<file path="src/rtl/instruction_fetch_stage.sv">
// Fetch stage: owns the PC, addresses the program ROM, fills the IF/ID register, counts fetches.
// Latency: the word at PCAddress reaches IFID_Instruction one clock later.
// Backpressure: Stall freezes PC and IF/ID; Redirect reloads PC and bubbles IF/ID; a fault freezes all until reset.
module instruction_fetch_stage #(
    parameter int                    DATA_WIDTH   = 32,
    parameter int                    MEMORY_DEPTH = 32,
    parameter logic [DATA_WIDTH-1:0] RESET_PC     = '0,
    parameter int                    COUNT_WIDTH  = 16,
    parameter logic [DATA_WIDTH-1:0] NOP_WORD     = '0
) (
    input  logic                   clk,
    input  logic                   reset,
    input  logic                   Stall,
    input  logic                   Redirect,
    input  logic [DATA_WIDTH-1:0]  RedirectTarget,
    input  logic [DATA_WIDTH-1:0]  Instruction,
    output logic [DATA_WIDTH-1:0]  PCAddress,
    output logic [DATA_WIDTH-1:0]  IFID_Instruction,
    output logic [DATA_WIDTH-1:0]  IFID_PC_4,
    output logic                   IFID_Valid,
    output logic                   FetchFault,
    output logic [COUNT_WIDTH-1:0] FetchCount
);

    typedef enum logic [1:0] {BOOT, RUN, FAULT} state_t;

    localparam logic [DATA_WIDTH-3:0] DEPTH_W = (DATA_WIDTH-2)'(MEMORY_DEPTH);

    state_t                  state, state_nxt;
    logic [DATA_WIDTH-1:0]   pc, pc_nxt, pc_plus4;
    logic [DATA_WIDTH-1:0]   ins_nxt, pc4_nxt;
    logic                    vld_nxt;
    logic [COUNT_WIDTH-1:0]  cnt_nxt;
    logic                    pc_bad;

    assign pc_plus4   = pc + DATA_WIDTH'(4);
    // A wrapped PC+4 lands at a low word index only if DATA_WIDTH is tiny; the range test covers it.
    assign pc_bad     = (pc[1:0] != 2'b00) || (pc[DATA_WIDTH-1:2] >= DEPTH_W);
    assign PCAddress  = pc;
    assign FetchFault = (state == FAULT);

    always_comb begin
        state_nxt = state;
        pc_nxt    = pc;
        ins_nxt   = IFID_Instruction;
        pc4_nxt   = IFID_PC_4;
        vld_nxt   = IFID_Valid;
        cnt_nxt   = FetchCount;
        case (state)
            BOOT: state_nxt = RUN;
            RUN: begin
                if (pc_bad) begin
                    state_nxt = FAULT;
                    ins_nxt   = NOP_WORD;
                    vld_nxt   = 1'b0;
                end else if (Redirect) begin
                    pc_nxt  = RedirectTarget;
                    ins_nxt = NOP_WORD;
                    vld_nxt = 1'b0;
                end else if (!Stall) begin
                    ins_nxt = Instruction;
                    pc4_nxt = pc_plus4;
                    vld_nxt = 1'b1;
                    pc_nxt  = pc_plus4;
                    if (FetchCount != '1)
                        cnt_nxt = FetchCount + COUNT_WIDTH'(1);
                end
            end
            FAULT: state_nxt = FAULT;
            default: state_nxt = BOOT;
        endcase
    end

    always_ff @(posedge clk) begin
        if (reset) begin
            state            <= BOOT;
            pc               <= RESET_PC;
            IFID_Instruction <= NOP_WORD;
            IFID_PC_4        <= '0;
            IFID_Valid       <= 1'b0;
            FetchCount       <= '0;
        end else begin
            state            <= state_nxt;
            pc               <= pc_nxt;
            IFID_Instruction <= ins_nxt;
            IFID_PC_4        <= pc4_nxt;
            IFID_Valid       <= vld_nxt;
            FetchCount       <= cnt_nxt;
        end
    end

endmodule

</file>
<file path="config.mk">
export PLATFORM = sky130hd
export DESIGN_NAME = instruction_fetch_stage
export DESIGN_NICKNAME = d
export VERILOG_FILES = /design/src/rtl/instruction_fetch_stage.sv
export SDC_FILE = /design/constraint.sdc
export NUM_CORES = 1
export LEC_CHECK = 0
export CORE_MARGIN = 5
export CORE_UTILIZATION = 38
export CTS_BUF_LIST = sky130_fd_sc_hd__clkbuf_16
export CTS_CLUSTER_SIZE = 20
export DETAILED_ROUTE_END_ITERATION = 7
export PLACE_DENSITY = 0.81
export SLEW_MARGIN = 20
export SYNTH_ARGS = -nofsm -noshare
export SYNTH_HDL_FRONTEND = slang
export SYNTH_SLANG_ARGS = --single-unit
</file>
<file path="constraint.sdc">
create_clock -name clk -period 2.24 [get_ports clk]
set_input_delay 0.336 -clock clk [delete_from_list [all_inputs] [get_ports clk]]
set_output_delay 0.336 -clock clk [all_outputs]
set_load 0.05 [all_outputs]
</file>
**Word-level counts from Yosys, hierarchy flattened**

Cells that the tools add are included.

- Reduce and logical (&&, ||, !) cells: 7
- Bitwise logic cells: 3
- Mux-type cells: 10
- Add/subtract/negate cells: 2
- Eq/ne operators: 6
- $lt $le $gt $ge: 1

Operator list:

| operator | count |
|---|---|
| 32-bit 2-to-1 mux | 5 |
| 32-bit by 3-bit adder with 32-bit output (second input constant) | 1 |
| 30-bit by 6-bit greater-or-equal comparator with 1-bit output (second input constant) | 1 |
| 16-bit by 1-bit adder with 16-bit output (second input constant) | 1 |
| 16-bit inequality test (second input constant) | 1 |
| 2-bit case mux with 3 select lines | 1 |
| 5-bit AND reduction | 1 |
| 4-bit AND reduction | 1 |
| 1-bit 2-to-1 mux | 3 |
| 3-bit by 1-bit inequality test with 1-bit output (second input constant) | 1 |
| 1-bit NOT | 3 |
| 3-bit AND reduction | 1 |
| 2-bit by 1-bit equality test with 1-bit output (second input constant) | 1 |
| 2-bit equality test (second input constant) | 1 |
| 2-bit logical NOT | 1 |
| 2-bit 2-to-1 mux | 1 |
| 2-bit by 1-bit inequality test with 1-bit output (second input constant) | 1 |
| 2-bit inequality test (second input constant) | 1 |
| 2-bit AND reduction | 1 |
| 2-bit nonzero test | 1 |
| 1-bit logical OR | 1 |

- Word-level logic and storage cells: 35
- Output and inout bits: 114
- Input port bits: 68
- Register bits after elaboration: 115

**Depth between registers and ports, before layout**

- Word-level depth: 4
- Gate-level depth with buffers: 8
- Gate-level depth less buffers: 6

**Least setup slack after synthesis**

OpenSTA, ideal clock, no wires.

- Kind: register -> register
- Start: reg FetchCount[0]
- End: reg FetchCount[1]
- Setup time: 0.132 ns
- Stages on the path, launching flop included: 9
- Data required time: 2.108 ns
- Path buffers: 2
- Setup slack: -0.262 ns
- Period minus slack after synthesis: 2.502 ns
- Arrival time: 2.371 ns
- Cell sequence: dfxtp_1 > ha_1 > and3_1 > nand3_1 > nor4_2 > clkbuf_1 > buf_2 > nand3b_1 > a21oi_1

- Longest elaborated chain between the ends: 2
- Elaborated cells on any way between the ends: 3
- Classes of those cells: add/sub: 1; eq/ne: 1; reduce/logical: 1

Ends and longest elaborated chain:

| what | line | source |
|---|---|---|
| start: declaration | 22 | `output logic [COUNT_WIDTH-1:0] FetchCount` |
| start signal: assignment | 88 | `FetchCount <= cnt_nxt;` |
| branches (longest 2 deep; another with 16-bit by 1-bit adder with 16-bit output) | n/a |  |

Parallel ways; which one is timed is not known.
A chain may end at the register's enable or synchronous reset.

**Worst setup path in the final report**

- Start: reg pc[11], in the netlist PCAddress[11]
- End: reg FetchCount[9]

- Longest elaborated chain between the ends: 4

Ends and longest elaborated chain:

| what | line | source |
|---|---|---|
| start: declaration | 30 | `logic [DATA_WIDTH-1:0] pc, pc_nxt, pc_plus4;` |
| start signal: assignment | 84 | `pc <= pc_nxt;` |
| 30-bit by 6-bit greater-or-equal comparator with 1-bit output | 38 | `assign pc_bad = (pc[1:0] != 2'b00) \|\| (pc[DATA_WIDTH-1:2] >= DEPTH_W);` |
| 1-bit logical OR | 38 |  |
| 1-bit NOT (no line) | n/a |  |
| 5-bit AND reduction (no line) | n/a |  |

Every way passes these cells.

==> summary.txt <==
Worst setup path
  • Max incr delay on CP: 0.61 ns
  • CP Launch Point: PCAddress[11]$_SDFFE_PP0P_
  • CP dominant cell by count: or4_4
  • R2R Setup Slk: -0.05 ns
  • Worst endpoint required time: 2.59 ns
  • Reg2reg path depth: 6
  • Arr. time, crit path: between 2 and 3 ns
  • Crit path cell chain: nor4_4, buf_4, nand4_4, or4_4, or4_4, a21oi_2
  • CP Capture Type: flop
  • Critical R2R Capture: FetchCount[9]$_SDFFE_PP0P_
  • Critical setup path kind: reg -> reg
  • Critical Path Sink: FetchCount[9]$_SDFFE_PP0P_
  • CP max FO: 7
  • Reg2reg start: PCAddress[11]$_SDFFE_PP0P_
  • Worst path slowest cell: or4_4
  • CP startpoint kind: flop

Floorplan
  • Rows: 39
  • Die area: 13800 um^2
  • Die width: approximately 120 um
  • # IOs: 182
  • Core footprint: around 11000 um^2
  • Starting density of the core: around two fifths
  • Die H: 117 um

Layout
  • Ratio of cells with drive above 1 in the final layout: a little under a fifth
  • Fillers: 918
  • NumNets Final: 722
  • Non-filler cells, final: about 800
  • Antenna diode count: 0
  • Synth-to-Final Area Change: 66.0%
  • Area of the multi-input gates: 2050 um^2
  • Post-route cell area: 7260 um^2
  • Register Area: 2360 um^2

Logic synthesis
  • Ys async rst share: 0%
  • Synth Instances: 454
  • Top-area cell type share of the netlist area: 52.6%
  • Post-Syn Area: 4370 um^2
  • Compound-Gate Fraction of Synth Area: approximately 18%
  • Post-synthesis simple-gate area fraction: between 20 and 25%
  • Synth unique cells: 38
  • Main combinational cell family by area after synthesis: simple AND/OR/NAND/NOR gates
  • Main flop type after synthesis: dfxtp_1
  • Synth Area in Adders: 1.72%
  • Synth warnings: 0
  • Top-count cell post-synth: dfxtp_1
  • Seq/Total Area, Yosys: 52.6%
  • Mapped Nets: 528
  • Number of synthesized flops with an enable pin: 0
  • Synth cell count leaders: dfxtp_1, a22o_1, nand2_1, and3_1, nand3_1
  • Post-synthesis xor/xnor area fraction: 0.801%
  • Synth area leaders: dfxtp_1, a22o_1, and3_1
  • Largest area contributor in the netlist: dfxtp_1
  • Multiplexer share of the synthesized area: 0.687%
  • Syn Area/Cell: 9.63 um^2
  • Seq cells post-synth: 115

Global routing
  • Largest net degree at the start of global routing: 44
  • Tot GR Track Use: 19.5%
  • First-pass GRT wire length: 21000 um
  • Initial antenna violation count: 0
  • GRT overflow: 0
  • Vias in the first global route: 4338

Routing
  • Wire length per cell: 17.3 um
  • Drt first-iter violations: 397
  • Routed vias: 4251
  • Vias per cell: 5.29
  • Drt drc: 0
  • Post-route ant nets: 0
  • Routed WL: around 14000 um
  • Pre-antenna DRT Iters: 4

Placement
  • Placed cell count: 770
  • Gp weighted congestion: 0.778
  • Pre-CTS WS: -0.350 ns
  • Placement-stage cell area: 6530 um^2
  • PortBufs: 181
  • Hpwl dp: slightly below 10000 um

Timing
  • Slew @ Worst Pin: around 0.8 ns
  • Tmin final: 2.29 ns
  • Final Max Tran Viols: 0
  • Final Hold Vio Count: 0
  • Final Skew: 0.00698 ns
  • Max Fclk: 0.437 GHz
  • Rel. slew slack: 48.1%
  • # setup viols final: 2
  • Final period util: 102%
  • Post-route setup slack: -0.0497 ns
  • RSZ-0062 raised after global routing: true

Clocking
  • Root Driver: clkbuf_16
  • Htree depth: 4
  • Clock sinks: about 120
  • Maximum root-to-sink buffer count: 2
  • Total CTS buffers: 17
  • Clk_lat worst skew: 0.41 ns
  • CTS tree: yes
  • Worst-path clk slew: 0.06 ns
  • CTS Hold Bufs: 0

Run status
  • Status: finished with violations
  • Failing checks: negative setup slack

Pwr
  • Leakage power: 2.79 nW
  • Power per cell area: 1150 nW/um^2
  • Peak VDD IR: 696 uV

Run
  • Maxcap violations: 0

Worst hold path
  • Hold crit path type: reg -> reg
  • Hold Startpoint: IFID_PC_4[6]$_SDFFE_PP0P_
stage by stage:
stage / hold slack (ns) / utilization, % / power [mW] / TNS, ns
2_1_floorplan: 0.461 / - / 4.34 / 0
3_3_place_gp: 0.435 / 57.5 / 5.39 / -5.11
3_5_place_dp: 0.443 / 57.5 / 5.46 / -9.19
4_1_cts: 0.451 / 62.8 / 8.21 / 0
5_1_grt: 0.471 / 63.9 / 8.71 / -0.668
6_report: 0.451 / 63.9 / 8.36 / -0.0671
power by group:
part	leakage [nW]	switching [mW]	internal [mW]
Clock	0.289	1.01	1.71
Sequential	0.944	0.243	2.31
Combinational	1.56	1.86	1.23
Total	2.79	3.11	5.25
registers in the layout, indices dropped and copies added, names as in the netlist:
name,flops
FetchCount,16
IFID_PC_4,32
IFID_Valid,1
PCAddress,32
IFID_Instruction,32
state,2
critical path, delay by kind of cell (launching register included):
kind	cells	cell delay, ns
and+or+nand+nor	4	1.57
DFF	1	0.36
buffers and inverters	1	0.17
AOI/OAI and AO/OA	1	0.12
logic make-up after synthesis:
group,Yosys count
xor gates and xnor gates,4
buffers and inverters,43
muxes,3
and+or+nand+nor,166
AOI/OAI and AO/OA,117
adders and majority gates,6
DFF,115
per-layer routing:
metal	wire length (um)	up-vias	global-route usage, %	share of wire [%]
li1	-	2061	-	-
met1	5640	1999	22.6	40
met2	6840	161	31.7	49
met3	1030	30	7.40	7.4
met4	414	0	9.02	3.0
met5	0	-	0	0
placed cells by master, fill, tap and decap left out, drive strengths merged, types with 15 or more instances in the layout:
cell / Yosys / layout
a22o: 40 / 40
nand3: 32 / 32
nand2: 40 / 40
o31ai: 15 / 15
a21oi: 31 / 31
buf: 6 / 28
o21ai: 23 / 23
or4: 14 / 15
clkdlybuf4s50: 0 / 181
and3: 38 / 38
nor2: 16 / 16
dfxtp: 115 / 115
clkbuf: 29 / 18
cell type report:
type / count / share of cell area, %
inverters: 8 / 0.414
multi-input cells: 297 / 28.3
flip-flops and latches: 115 / 32.5
clock inverters: 13 / 2.09
well taps: 143 / 2.46
repair buffers: 209 / 28.1
clock buffers: 18 / 6.20
how the worst min path moves through the flow:
stage,endpoint,slack (ns),cells after the start
3_3_place_gp,IFID_Valid$_SDFFE_PP0P_,0.44,1
6_report,IFID_PC_4[6]$_SDFFE_PP0P_,0.45,2
4_1_cts,IFID_PC_4[6]$_SDFFE_PP0P_,0.45,2
2_1_floorplan,PCAddress[31]$_SDFFE_PP0P_,0.46,1
5_1_grt,IFID_PC_4[6]$_SDFFE_PP0P_,0.47,2
3_5_place_dp,IFID_PC_4[6]$_SDFFE_PP0P_,0.44,2
timing repair:
| action | 4_1_cts | 5_1_grt |
|---|---|---|
| gates resized for setup | 1 | 26 |
| pin swaps | 0 | 17 |
| setup buffers | 0 | 1 |
| endpoints found under the setup margin | 19 | 20 |
| gates cloned | 0 | 1 |
Power figures use the tool's default switching activity.
